## config.mk

```make
export PLATFORM = sky130hd
export DESIGN_NAME = rx_phase_ctrl
export DESIGN_NICKNAME = d
export VERILOG_FILES = /design/src/rtl/rx_phase_ctrl_pkg.sv /design/src/rtl/rx_phase_ctrl.sv
export SDC_FILE = /design/constraint.sdc
export NUM_CORES = 1
export LEC_CHECK = 0
export CAP_MARGIN = 0
export CORE_MARGIN = 10
export CORE_UTILIZATION = 45
export DETAILED_ROUTE_END_ITERATION = 6
export MAX_ROUTING_LAYER = met4
export PLACE_DENSITY = 0.67
export SYNTH_ARGS = -nofsm -noshare
export SYNTH_HDL_FRONTEND = slang
export SYNTH_SLANG_ARGS = --single-unit
```

## constraint.sdc

```tcl
create_clock -name s_axis_aclk -period 6.8 [get_ports s_axis_aclk]
set_clock_uncertainty 0.05 [all_clocks]
set_input_delay 1.02 -clock s_axis_aclk [delete_from_list [all_inputs] [get_ports s_axis_aclk]]
set_output_delay 1.02 -clock s_axis_aclk [all_outputs]
set_load 0.005 [all_outputs]
```

## src/rtl/rx_phase_ctrl_pkg.sv

```systemverilog
// Shared definitions for the upstream receive-phase sequencer: status codes
// reported to the host and the FSM state encoding.
package rx_phase_ctrl_pkg;

    localparam logic [1:0] ST_DONE  = 2'b00;
    localparam logic [1:0] ST_TMO   = 2'b01;
    localparam logic [1:0] ST_ABORT = 2'b10;
    localparam logic [1:0] ST_LIMIT = 2'b11;

    typedef enum logic [1:0] {
        S_IDLE  = 2'd0,
        S_RECV  = 2'd1,
        S_CLOSE = 2'd2
    } state_e;

endpackage

```

## src/rtl/rx_phase_ctrl.sv

```systemverilog
// Opens/closes the upstream receive window, counts data beats, and ends the
// phase on transport done, host abort, beat limit or idle timeout.
module rx_phase_ctrl #(
    parameter int CNT_W = 32,
    parameter int TMO_W = 32,
    parameter int PH_W  = 16
) (
    input  logic             s_axis_aclk,
    input  logic             s_axis_areset,
    input  logic             i_start,
    input  logic             i_abort,
    input  logic [TMO_W-1:0] i_timeout_cycles,
    input  logic [CNT_W-1:0] i_max_beats,
    output logic             o_rx_rcving,
    input  logic             i_axis_hsked,
    input  logic             i_axis_tlast,
    input  logic             i_rx_done,
    output logic             o_busy,
    output logic             o_done,
    output logic [1:0]       o_status,
    output logic [CNT_W-1:0] o_beat_count,
    output logic [PH_W-1:0]  o_phase_count
);
    import rx_phase_ctrl_pkg::*;

    state_e             state_q, state_d;
    logic [TMO_W-1:0]   tmo_q, tmo_d;
    logic [CNT_W-1:0]   lim_q, lim_d;
    logic [TMO_W-1:0]   timer_q, timer_d;
    logic [CNT_W-1:0]   beat_q, beat_d;
    logic [1:0]         status_q, status_d;
    logic [PH_W-1:0]    phase_q, phase_d;
    logic               recv_q, recv_d;
    logic               done_q, done_d;

    logic               data_beat;
    logic [CNT_W-1:0]   beat_inc;
    logic [TMO_W-1:0]   timer_inc;

    // The tlast marker beat is a framing word, not payload, so it never counts.
    assign data_beat = i_axis_hsked & ~i_axis_tlast;
    assign beat_inc  = (beat_q == '1)  ? beat_q  : beat_q  + CNT_W'(1);
    assign timer_inc = (timer_q == '1) ? timer_q : timer_q + TMO_W'(1);

    always_comb begin
        state_d  = state_q;
        tmo_d    = tmo_q;
        lim_d    = lim_q;
        timer_d  = timer_q;
        beat_d   = beat_q;
        status_d = status_q;
        phase_d  = phase_q;
        case (state_q)
            S_IDLE: begin
                if (i_start && !i_abort) begin
                    tmo_d    = i_timeout_cycles;
                    lim_d    = i_max_beats;
                    timer_d  = '0;
                    beat_d   = '0;
                    status_d = ST_DONE;
                    state_d  = S_RECV;
                end
            end
            S_RECV: begin
                beat_d  = data_beat ? beat_inc : beat_q;
                timer_d = data_beat ? '0 : timer_inc;
                if (i_abort) begin
                    status_d = ST_ABORT;
                    state_d  = S_CLOSE;
                end else if (i_rx_done) begin
                    status_d = ST_DONE;
                    state_d  = S_CLOSE;
                end else if (lim_q != '0 && data_beat && beat_inc == lim_q) begin
                    status_d = ST_LIMIT;
                    state_d  = S_CLOSE;
                end else if (tmo_q != '0 && !data_beat && timer_inc == tmo_q) begin
                    status_d = ST_TMO;
                    state_d  = S_CLOSE;
                end
                if (state_d == S_CLOSE) begin
                    phase_d = phase_q + PH_W'(1);
                end
            end
            S_CLOSE: state_d = S_IDLE;
            default: state_d = S_IDLE;
        endcase
    end

    // Outputs are registered copies of the next state so they line up with it.
    assign recv_d = (state_d == S_RECV);
    assign done_d = (state_d == S_CLOSE);

    always_ff @(posedge s_axis_aclk or posedge s_axis_areset) begin
        if (s_axis_areset) begin
            state_q  <= S_IDLE;
            tmo_q    <= '0;
            lim_q    <= '0;
            timer_q  <= '0;
            beat_q   <= '0;
            status_q <= '0;
            phase_q  <= '0;
            recv_q   <= 1'b0;
            done_q   <= 1'b0;
        end else begin
            state_q  <= state_d;
            tmo_q    <= tmo_d;
            lim_q    <= lim_d;
            timer_q  <= timer_d;
            beat_q   <= beat_d;
            status_q <= status_d;
            phase_q  <= phase_d;
            recv_q   <= recv_d;
            done_q   <= done_d;
        end
    end

    assign o_rx_rcving   = recv_q;
    assign o_busy        = recv_q;
    assign o_done        = done_q;
    assign o_status      = status_q;
    assign o_beat_count  = beat_q;
    assign o_phase_count = phase_q;

endmodule

```

[Word level (Yosys, flattened, before mapping)]
Index checks and enable logic that the tools add are counted.
Operators by class
  multiplexer cells: 20
  add/subtract/negate cells: 3
  bitwise logic cells: 2
  reductions and logical operators: 16
  equality and inequality tests: 11
Operator list (number)
  2-to-1 mux 32 bit: 5
  one-hot mux 32 bit (2 select lines): 2
  adder 32 x 1 -> 32 bit (second input constant): 2
  equality test 32 bit: 2
  equality test 32 bit (second input constant): 2
  nonzero test 32 bit: 2
  2-to-1 mux 2 bit: 11
  adder 16 x 1 -> 16 bit (second input constant): 1
  one-hot mux 2 bit (2 select lines): 2
  AND reduction 2 bit: 3
  AND reduction 3 bit: 2
  logical AND 1 bit: 5
  != test 5 bit (second input constant): 1
  equality test 2 x 1 -> 1 bit (second input constant): 2
  equality test 2 bit (second input constant): 2
  != test 2 bit (second input constant): 2
  logical NOT 1 bit: 2
  logical NOT 2 bit: 1
  nonzero test 2 bit: 1
  bitwise AND 1 bit: 1
  NOT 1 bit: 1
Storage, ports and cells
  input port bits: 71
  word-level logic and storage cells: 61
  bits in registers: 150
  output and inout port bits: 53

[Depth between registers and ports, before layout]
Gate-level depths: netlist of the first run.
  word-level depth: 12
  gate-level depth with buffers: 14

[Worst setup path before layout of the first run]
No wires, ideal clock.
  path type: flip-flop to flip-flop
  start point: register timer_q[0]
  end point: register phase_q[5], in the netlist o_phase_count[5]
  slack: 2.692 ns
  setup time: 0.125 ns
  cell stages (with the launch flop): 14
  arrival time: 3.934 ns
  required time: 6.625 ns
  cells stage by stage: dfrtp_1 ha_1 nand3_1 or4_1 buf_2 o311ai_0 xnor2_1 nand2_1 or4_1 or4_4 a31oi_4 buf_8 nand3_4 xnor2_2
Between the ends
  longest elaborated chain between the ends: 11
  elaborated cells between the ends (all ways): 12
  classes of those cells: 1 x add/sub; 3 x eq/ne; 6 x mux; 2 x reduce/logical
RTL lines
  from (decl): RTL line rx_phase_ctrl.sv:29  | logic [TMO_W-1:0] timer_q, timer_d;
  from (signal assigned): RTL line rx_phase_ctrl.sv:108  | timer_q <= timer_d;
  adder 32 x 1 -> 32 bit / equality test 32 bit (equally long branches): RTL line rx_phase_ctrl.sv:43  | assign timer_inc = (timer_q == '1) ? timer_q : timer_q + TMO_W'(1);
  2-to-1 mux 32 bit (*): RTL line rx_phase_ctrl.sv:43
  equality test 32 bit (*): RTL line rx_phase_ctrl.sv:76  | end else if (tmo_q != '0 && !data_beat && timer_inc == tmo_q) begin
  logical AND 1 bit (*): RTL line rx_phase_ctrl.sv:76
  2-to-1 mux 2 bit (*): RTL line rx_phase_ctrl.sv:76
  2-to-1 mux 2 bit (*): RTL line rx_phase_ctrl.sv:73  | end else if (lim_q != '0 && data_beat && beat_inc == lim_q) begin
  2-to-1 mux 2 bit (*): RTL line rx_phase_ctrl.sv:70  | end else if (i_rx_done) begin
  2-to-1 mux 2 bit (*): RTL line rx_phase_ctrl.sv:67  | if (i_abort) begin
  2-to-1 mux 2 bit (*): RTL line rx_phase_ctrl.sv:53  | case (state_q)
  equality test 2 bit (*): RTL line rx_phase_ctrl.sv:80  | if (state_d == S_CLOSE) begin
  AND reduction 2 bit (no source line) (*)
  to (signal assigned): RTL line rx_phase_ctrl.sv:111  | phase_q <= phase_d;
  to (decl): RTL line rx_phase_ctrl.sv:32  | logic [PH_W-1:0] phase_q, phase_d;
Every way passes the cells marked *; elsewhere a longest branch is shown, timed or not. The select of a mux whose other input is x is not followed.
A chain may end at the register's enable or synchronous reset.

[Worst setup path in the final report of the first run]
  start point: register timer_q[0]
  end point: register phase_q[1], in the netlist o_phase_count[1]
The elaborated chain is that of the path after synthesis.

==> impl_metrics.env, run 1 <==
export IMPL_antenna_found_initial=0
export IMPL_place_inst=1456
export IMPL_fin_crit_sh_pct=74.0
export IMPL_synth_cell_types=75
export IMPL_synth_edf_count=0
export IMPL_place_ws_ns=1.87
export IMPL_cp_max_fo=17
export IMPL_place_gp_congestion=0.929
export IMPL_hold_ws_ns=0.422
export IMPL_final_nets=1279
export IMPL_clkPwrFrac_pct=37.0
export IMPL_p_leak_nw=4.64
export IMPL_cts_sinks=150
export IMPL_ys_flop_type="dfrtp_1"
export IMPL_grt_max_degree=110
export IMPL_cp_top_family="simple AND/OR/NAND/NOR gates"
export IMPL_firstDrtPassIters=5
export IMPL_grtUsageTotal_pct=22.7
export IMPL_synth_area_leader_cell="dfrtp_1"
export IMPL_crit_arrival_ns=5.31
export IMPL_syn2layout_area_growth_pct=21.1
export IMPL_yosysWarnings=0
export IMPL_synth_area_leaders="dfrtp_1 (40%), nand2_1 (12%), xnor2_1 (7.2%)"
export IMPL_drv_cap=0
export IMPL_fin_cells=1488
export IMPL_p_seq_share_pct=42.5
export IMPL_coreArea_mm2=0.0204
export IMPL_drc=0
export IMPL_grt_pass1_wl_um=47500
export IMPL_finalCriticalPeriod_ns=5.03
export IMPL_post_cts_setup_buffers=0
export IMPL_hpwl_um=21100
export IMPL_drv_slew=0
export IMPL_drive_above_1_share_pct=5.99
export IMPL_setup_tns_ns=0
export IMPL_synthCells=1125
export IMPL_run_status="finished clean"
export IMPL_rsz0062_at_grt="no"
export IMPL_synth_commonest_cells="nand2_1 (293), dfrtp_1 (150), o21ai_0 (92), xnor2_1 (77), clkbuf_1 (57)"
export IMPL_clockBufferDepth=2
export IMPL_critical_path_depth=10
export IMPL_worst_hold_path_type="register to register"
export IMPL_power_density_mw_per_mm2=239
export IMPL_avgViaCountPerCell=5.89
export IMPL_cts_tree="yes"
export IMPL_end_kind="register"
export IMPL_swShare_pct=31.5
export IMPL_numCtsBuffers=17
export IMPL_critPathKind="register to register"
export IMPL_worstSetupStartpointType="register"
export IMPL_fin_area_mm2=0.0113
export IMPL_synth_avg_cell_area_um2=8.33
export IMPL_p_int_mw=1.86
export IMPL_tightestPinTransition_ns=1.09
export IMPL_cts_root_buf="clkbuf_16"
export IMPL_grt_pass1_vias=8463
export IMPL_syn_nets=1199
export IMPL_wirelength_um=29400
export IMPL_synth_cell_area_mm2=0.00937
export IMPL_finalSetupViolations=0
export IMPL_fp_dieW_um=164
export IMPL_drtAntennaViolNets=0
export IMPL_r2r_cells=10
export IMPL_path_cells="ha_1, nand3_1, nor4_4, nand3_2, nand3_1, xnor2_1, or4_1, or4_4, a31oi_4, mux2_2"
export IMPL_synthArstFlopShare_pct=100
export IMPL_ys_ff_latch=150
export IMPL_crit_buf_inv=0
export IMPL_die_area_mm2=0.0270
export IMPL_ctsResizeCount=0
export IMPL_clk_pin_slew_worst_paths_ns=0.07
export IMPL_switchingPower_uw=852
export IMPL_post_drt_wl_per_cell_um=19.8
export IMPL_worstPathRequired_ns=7.07
export IMPL_power_frac_comb_pct=20.4
export IMPL_slowest_stage="nor4_4"
export IMPL_clk_insertion_delay_late_ns=0.44
export IMPL_cpMostUsedCell="nand3_1"
export IMPL_setup_slack_ns=1.77
export IMPL_drt_iter0_drc=777
export IMPL_placed_cell_area_mm2=0.0107
export IMPL_netlist_area_leader_share_pct=40.1
export IMPL_synth_most_common_cell="nand2_1"
export IMPL_timing_fmax_mhz=199
export IMPL_cts_htree_levels=4
export IMPL_peakVddDrop_mv=0.160
export IMPL_vias=8757
export IMPL_overflow=0
export IMPL_cpPeakStageDelay_ns=1.03
export IMPL_initial_core_util_pct=46.0
export IMPL_hold_viol=0
export IMPL_rows=52
export IMPL_slew_headroom_pct=25.5
export IMPL_num_antenna_cells=0
export IMPL_ys_seq_area_share_pct=40.1
export IMPL_io_pins=124
export IMPL_io_buffers=123
export IMPL_min_path_cells=1
export IMPL_die_h_um=164
export IMPL_ctsHoldBuffers=0
==> area by class of cell <==
type / count / area [um^2]
sequential: 150 / 3750
tap: 270 / 338
timing repair buffer: 133 / 1310
fill: 1884 / 9020
clock inverter: 13 / 174
inverter: 10 / 42.5
multi-input combinational: 893 / 5280
clock buffer: 19 / 443
==> cells by family (layout without fill, tap and decap cells) <==
kind of cell             Yosys count  in the layout  share of synthesized area (%)
adder cells (fa/ha/maj)            3              3                          0.401
XOR/XNOR                         111            111                           10.6
AND/OR/NAND/NOR                  550            550                           29.3
multiplexers                       9              9                          0.989
flip-flops                       150            150                           40.1
AO/OA/AOI/OAI                    220            220                           15.0
buffers and inverters             82            175                           3.62
==> layer usage <==
layer | share of wire (%) | global-route usage (%) | up-vias
met2 | 44 | 32.6 | 337
met3 | 7.5 | 5.81 | 60
met4 | 2.8 | 7.72 | 0
met5 | 0 | - | -
li1 | - | - | 4162
met1 | 46 | 30.4 | 4198
==> metrics by stage <==
step | util (%) | total power, mW
2_1_floorplan | - | 1.48
3_3_place_gp | 52.7 | 1.71
3_5_place_dp | 52.7 | 1.71
4_1_cts | 55.7 | 2.72
5_1_grt | 55.7 | 2.84
6_report | 55.7 | 2.71
==> state kept, by name, summed over array words and instances (netlist names) <==
name	cells
lim_q	32
o_beat_count	32
timer_q	32
tmo_q	32
o_phase_count	16
o_status	2
state_q	2
o_busy	1
o_done	1
==> layout by cell type (no fill, tap or decap), types with 5 or more instances in the layout <==
cell type and instances:
nand2_1 293, dfrtp_1 150, clkdlybuf4s50_1 123, o21ai_0 92, xnor2_1 77, nand4_1 43
nand3_1 34, nor2_1 33, xor2_1 32, a21oi_1 28, o31ai_1 26, nor4_1 24
and3_1 21, a31oi_1 21, and4_1 17, clkbuf_16 17, and2_1 14, nor3_1 14
a311oi_1 13, buf_4 10, inv_1 9, or3_1 9, or4_1 8, a211oi_1 8
mux2i_1 7, nand3_2 5, clkinv_4 5
==> path summary, 6_finish.rpt <==
kind | from | end | slack, ns
max | timer_q[0] | o_phase_count[1] | 1.77
min | o_phase_count[15] | o_phase_count[15] | 0.42
max reg2reg | timer_q[0] | o_phase_count[1] | 1.77
min reg2reg | o_phase_count[15] | o_phase_count[15] | 0.42
max in group asynchronous | s_axis_areset | tmo_q[18] | 4.42
min in group asynchronous | s_axis_areset | lim_q[26] | 1.16
==> power by group through the flow <==
stage	registers (mW)	clock network, mW	logic (mW)
6_report	1.15	1.00	0.554
3_3_place_gp	1.16	0	0.544
5_1_grt	1.17	1.06	0.618
2_1_floorplan	1.11	0	0.364
4_1_cts	1.15	1.01	0.554
3_5_place_dp	1.16	0	0.548
(Power assumes the default switching activity.)
==> run 2: changes to the inputs <==
==> constraint.sdc (replaced) <==
create_clock -name s_axis_aclk -period 5.28 [get_ports s_axis_aclk]
set_clock_uncertainty 0.05 [all_clocks]
set_input_delay 0.792 -clock s_axis_aclk [delete_from_list [all_inputs] [get_ports s_axis_aclk]]
set_output_delay 0.792 -clock s_axis_aclk [all_outputs]
set_load 0.005 [all_outputs]
==> run 2 against run 1 <==
  * The flow now finishes with violations (design-rule violations)
  * Final area grew 0.58%
  * Maximum frequency is 2.7% higher
  * Clock-buffer cell count up 1
  * Sequential share of layout area is 0.19 points lower
  * Sequential power increased by 29%
  * Critical path depth unchanged
  * Non-clock buffer count is 8 higher
  * Via count up 1.2%
  * Worst setup slack got worse by 1.4 ns
  * First-iteration DRC count grew 35%
  * Cell count rose by 0.54%
  * Total power up 29%
==> impl_metrics.env, run 2 (same netlist as run 1, synthesis figures left out) <==
export IMPL_place_gp_congestion=0.965
export IMPL_fin_area_mm2=0.0114
export IMPL_violations="design-rule violations"
export IMPL_ctsHoldBuffers=0
export IMPL_firstDrtPassIters=7
export IMPL_overflow=0
export IMPL_syn2layout_area_growth_pct=21.8
export IMPL_num_antenna_cells=0
export IMPL_final_nets=1287
export IMPL_antenna_found_initial=0
export IMPL_drv_cap=0
export IMPL_worstSetupStartpointType="register"
export IMPL_fp_dieW_um=164
export IMPL_power_density_mw_per_mm2=307
export IMPL_layout_common_cells="nand2_1 (293), dfrtp_1 (150), clkdlybuf4s50_1 (123)"
export IMPL_end_kind="register"
export IMPL_fin_util_pct=56.0
export IMPL_run_status="finished, violations left"
export IMPL_cts_htree_levels=4
export IMPL_initial_core_util_pct=46.0
export IMPL_slew_headroom_pct=32.3
export IMPL_post_cts_setup_buffers=0
export IMPL_hpwl_um=21300
export IMPL_drc=1
export IMPL_grt_pass1_wl_um=47400
export IMPL_grt_pass1_vias=8455
export IMPL_rrSetupSlack_ns=0.38
export IMPL_drv_slew=0
export IMPL_avgViaCountPerCell=5.92
export IMPL_post_drt_wl_per_cell_um=19.7
export IMPL_setup_tns_ns=0
export IMPL_hold_viol=0
export IMPL_grtUsageTotal_pct=22.5
export IMPL_drtAntennaViolNets=0
export IMPL_nFillCells=1888
export IMPL_clockBufferDepth=2
export IMPL_crit_arrival_ns=5.17
export IMPL_timing_fmax_mhz=204
export IMPL_vias=8862
export IMPL_finalCriticalPeriod_ns=4.90
export IMPL_clk_insertion_delay_late_ns=0.44
export IMPL_layout_commonest_cell="nand2_1"
export IMPL_tightestPinTransition_ns=1.01
export IMPL_p_total_mw=3.51
export IMPL_cts_sinks=150
export IMPL_drt_iter0_drc=1046
export IMPL_grt_max_degree=79
export IMPL_worst_hold_path_type="register to register"
export IMPL_drive_above_1_share_pct=6.61
export IMPL_cts_root_buf="clkbuf_16"
export IMPL_worstPathRequired_ns=5.55
export IMPL_numCtsBuffers=17
export IMPL_place_ws_ns=0.414
export IMPL_cts_tree="yes"
export IMPL_die_area_mm2=0.0270
export IMPL_p_leak_nw=4.69
export IMPL_finalSetupViolations=0
export IMPL_fin_crit_sh_pct=92.9
export IMPL_critPathKind="register to register"
export IMPL_cp_max_fo=17
export IMPL_rows=52
export IMPL_wirelength_um=29500
export IMPL_die_h_um=164
export IMPL_rsz0062_at_grt="no"
export IMPL_clk_pin_slew_worst_paths_ns=0.07
export IMPL_ctsResizeCount=0
export IMPL_coreArea_mm2=0.0204
export IMPL_io_pins=124
export IMPL_io_buffers=123
export IMPL_placed_cell_area_mm2=0.0108
export IMPL_peakVddDrop_mv=0.205
export IMPL_setup_slack_ns=0.376
==> run 2: layout make-up <==
cell class              instances  area (um^2)  share of cell area (%)
repair buffers                141         1370                    12.0
clock buffers                  20          457                    4.00
well taps                     270          338                    2.96
clock inverters                12          166                    1.46
inverters                      10         42.5                   0.373
flip-flops and latches        150         3750                    32.9
multi-input cells             893         5280                    46.3
==> run 2: final timing paths <==
check | from | endpoint | depth (start not counted)
hold reg to reg | o_phase_count[15] | o_phase_count[15] | 1
max in group asynchronous | s_axis_areset | lim_q[7] | 3
min in group asynchronous | s_axis_areset | lim_q[27] | 2
setup / recovery | timer_q[0] | o_phase_count[1] | 10
hold / removal | o_phase_count[15] | o_phase_count[15] | 1
setup reg to reg | timer_q[0] | o_phase_count[1] | 10
==> run 2: through the flow <==
stage	hold WS, ns	cells
2_1_floorplan	0.417	1125
3_3_place_gp	0.418	1464
5_1_grt	0.462	1496
6_report	0.423	1496
3_5_place_dp	0.418	1464
4_1_cts	0.427	1496
==> run 2: routing by layer <==
metal | vias up | routed length, um | GRT usage, %
li1 | 4200 | - | -
met1 | 4215 | 13400 | 31.2
met2 | 394 | 13200 | 32.8
met3 | 53 | 2250 | 4.68
met4 | 0 | 575 | 5.93
met5 | - | 0 | -
==> run 2: critical path, cell delays in order, from the launching register on <==
cell and delay, ns:
dfrtp_1 0.45, ha_1 0.33, nand3_1 0.26, or4_1 0.80, a211oi_1 0.53, mux2i_1 0.27
nand4_1 0.13, or4_1 0.43, or4_4 0.55, a31oi_4 0.57, mux2_2 0.40
==> run 2: where the power goes <==
group	internal [mW]	switching, mW
Sequential	1.29	0.193
Combinational	0.341	0.374
Clock	0.777	0.532
==> run 3: changes to the inputs <==
--- a/config.mk
+++ b/config.mk
@@ -5,7 +5,7 @@
 export SDC_FILE = /design/constraint.sdc
 export NUM_CORES = 1
 export LEC_CHECK = 0
-export CAP_MARGIN = 0
+export CAP_MARGIN = 10
 export CORE_MARGIN = 10
 export CORE_UTILIZATION = 45
 export DETAILED_ROUTE_END_ITERATION = 6
==> results of run 3 <==
The final DEF is identical to that of run 2; final timing and power are the same.
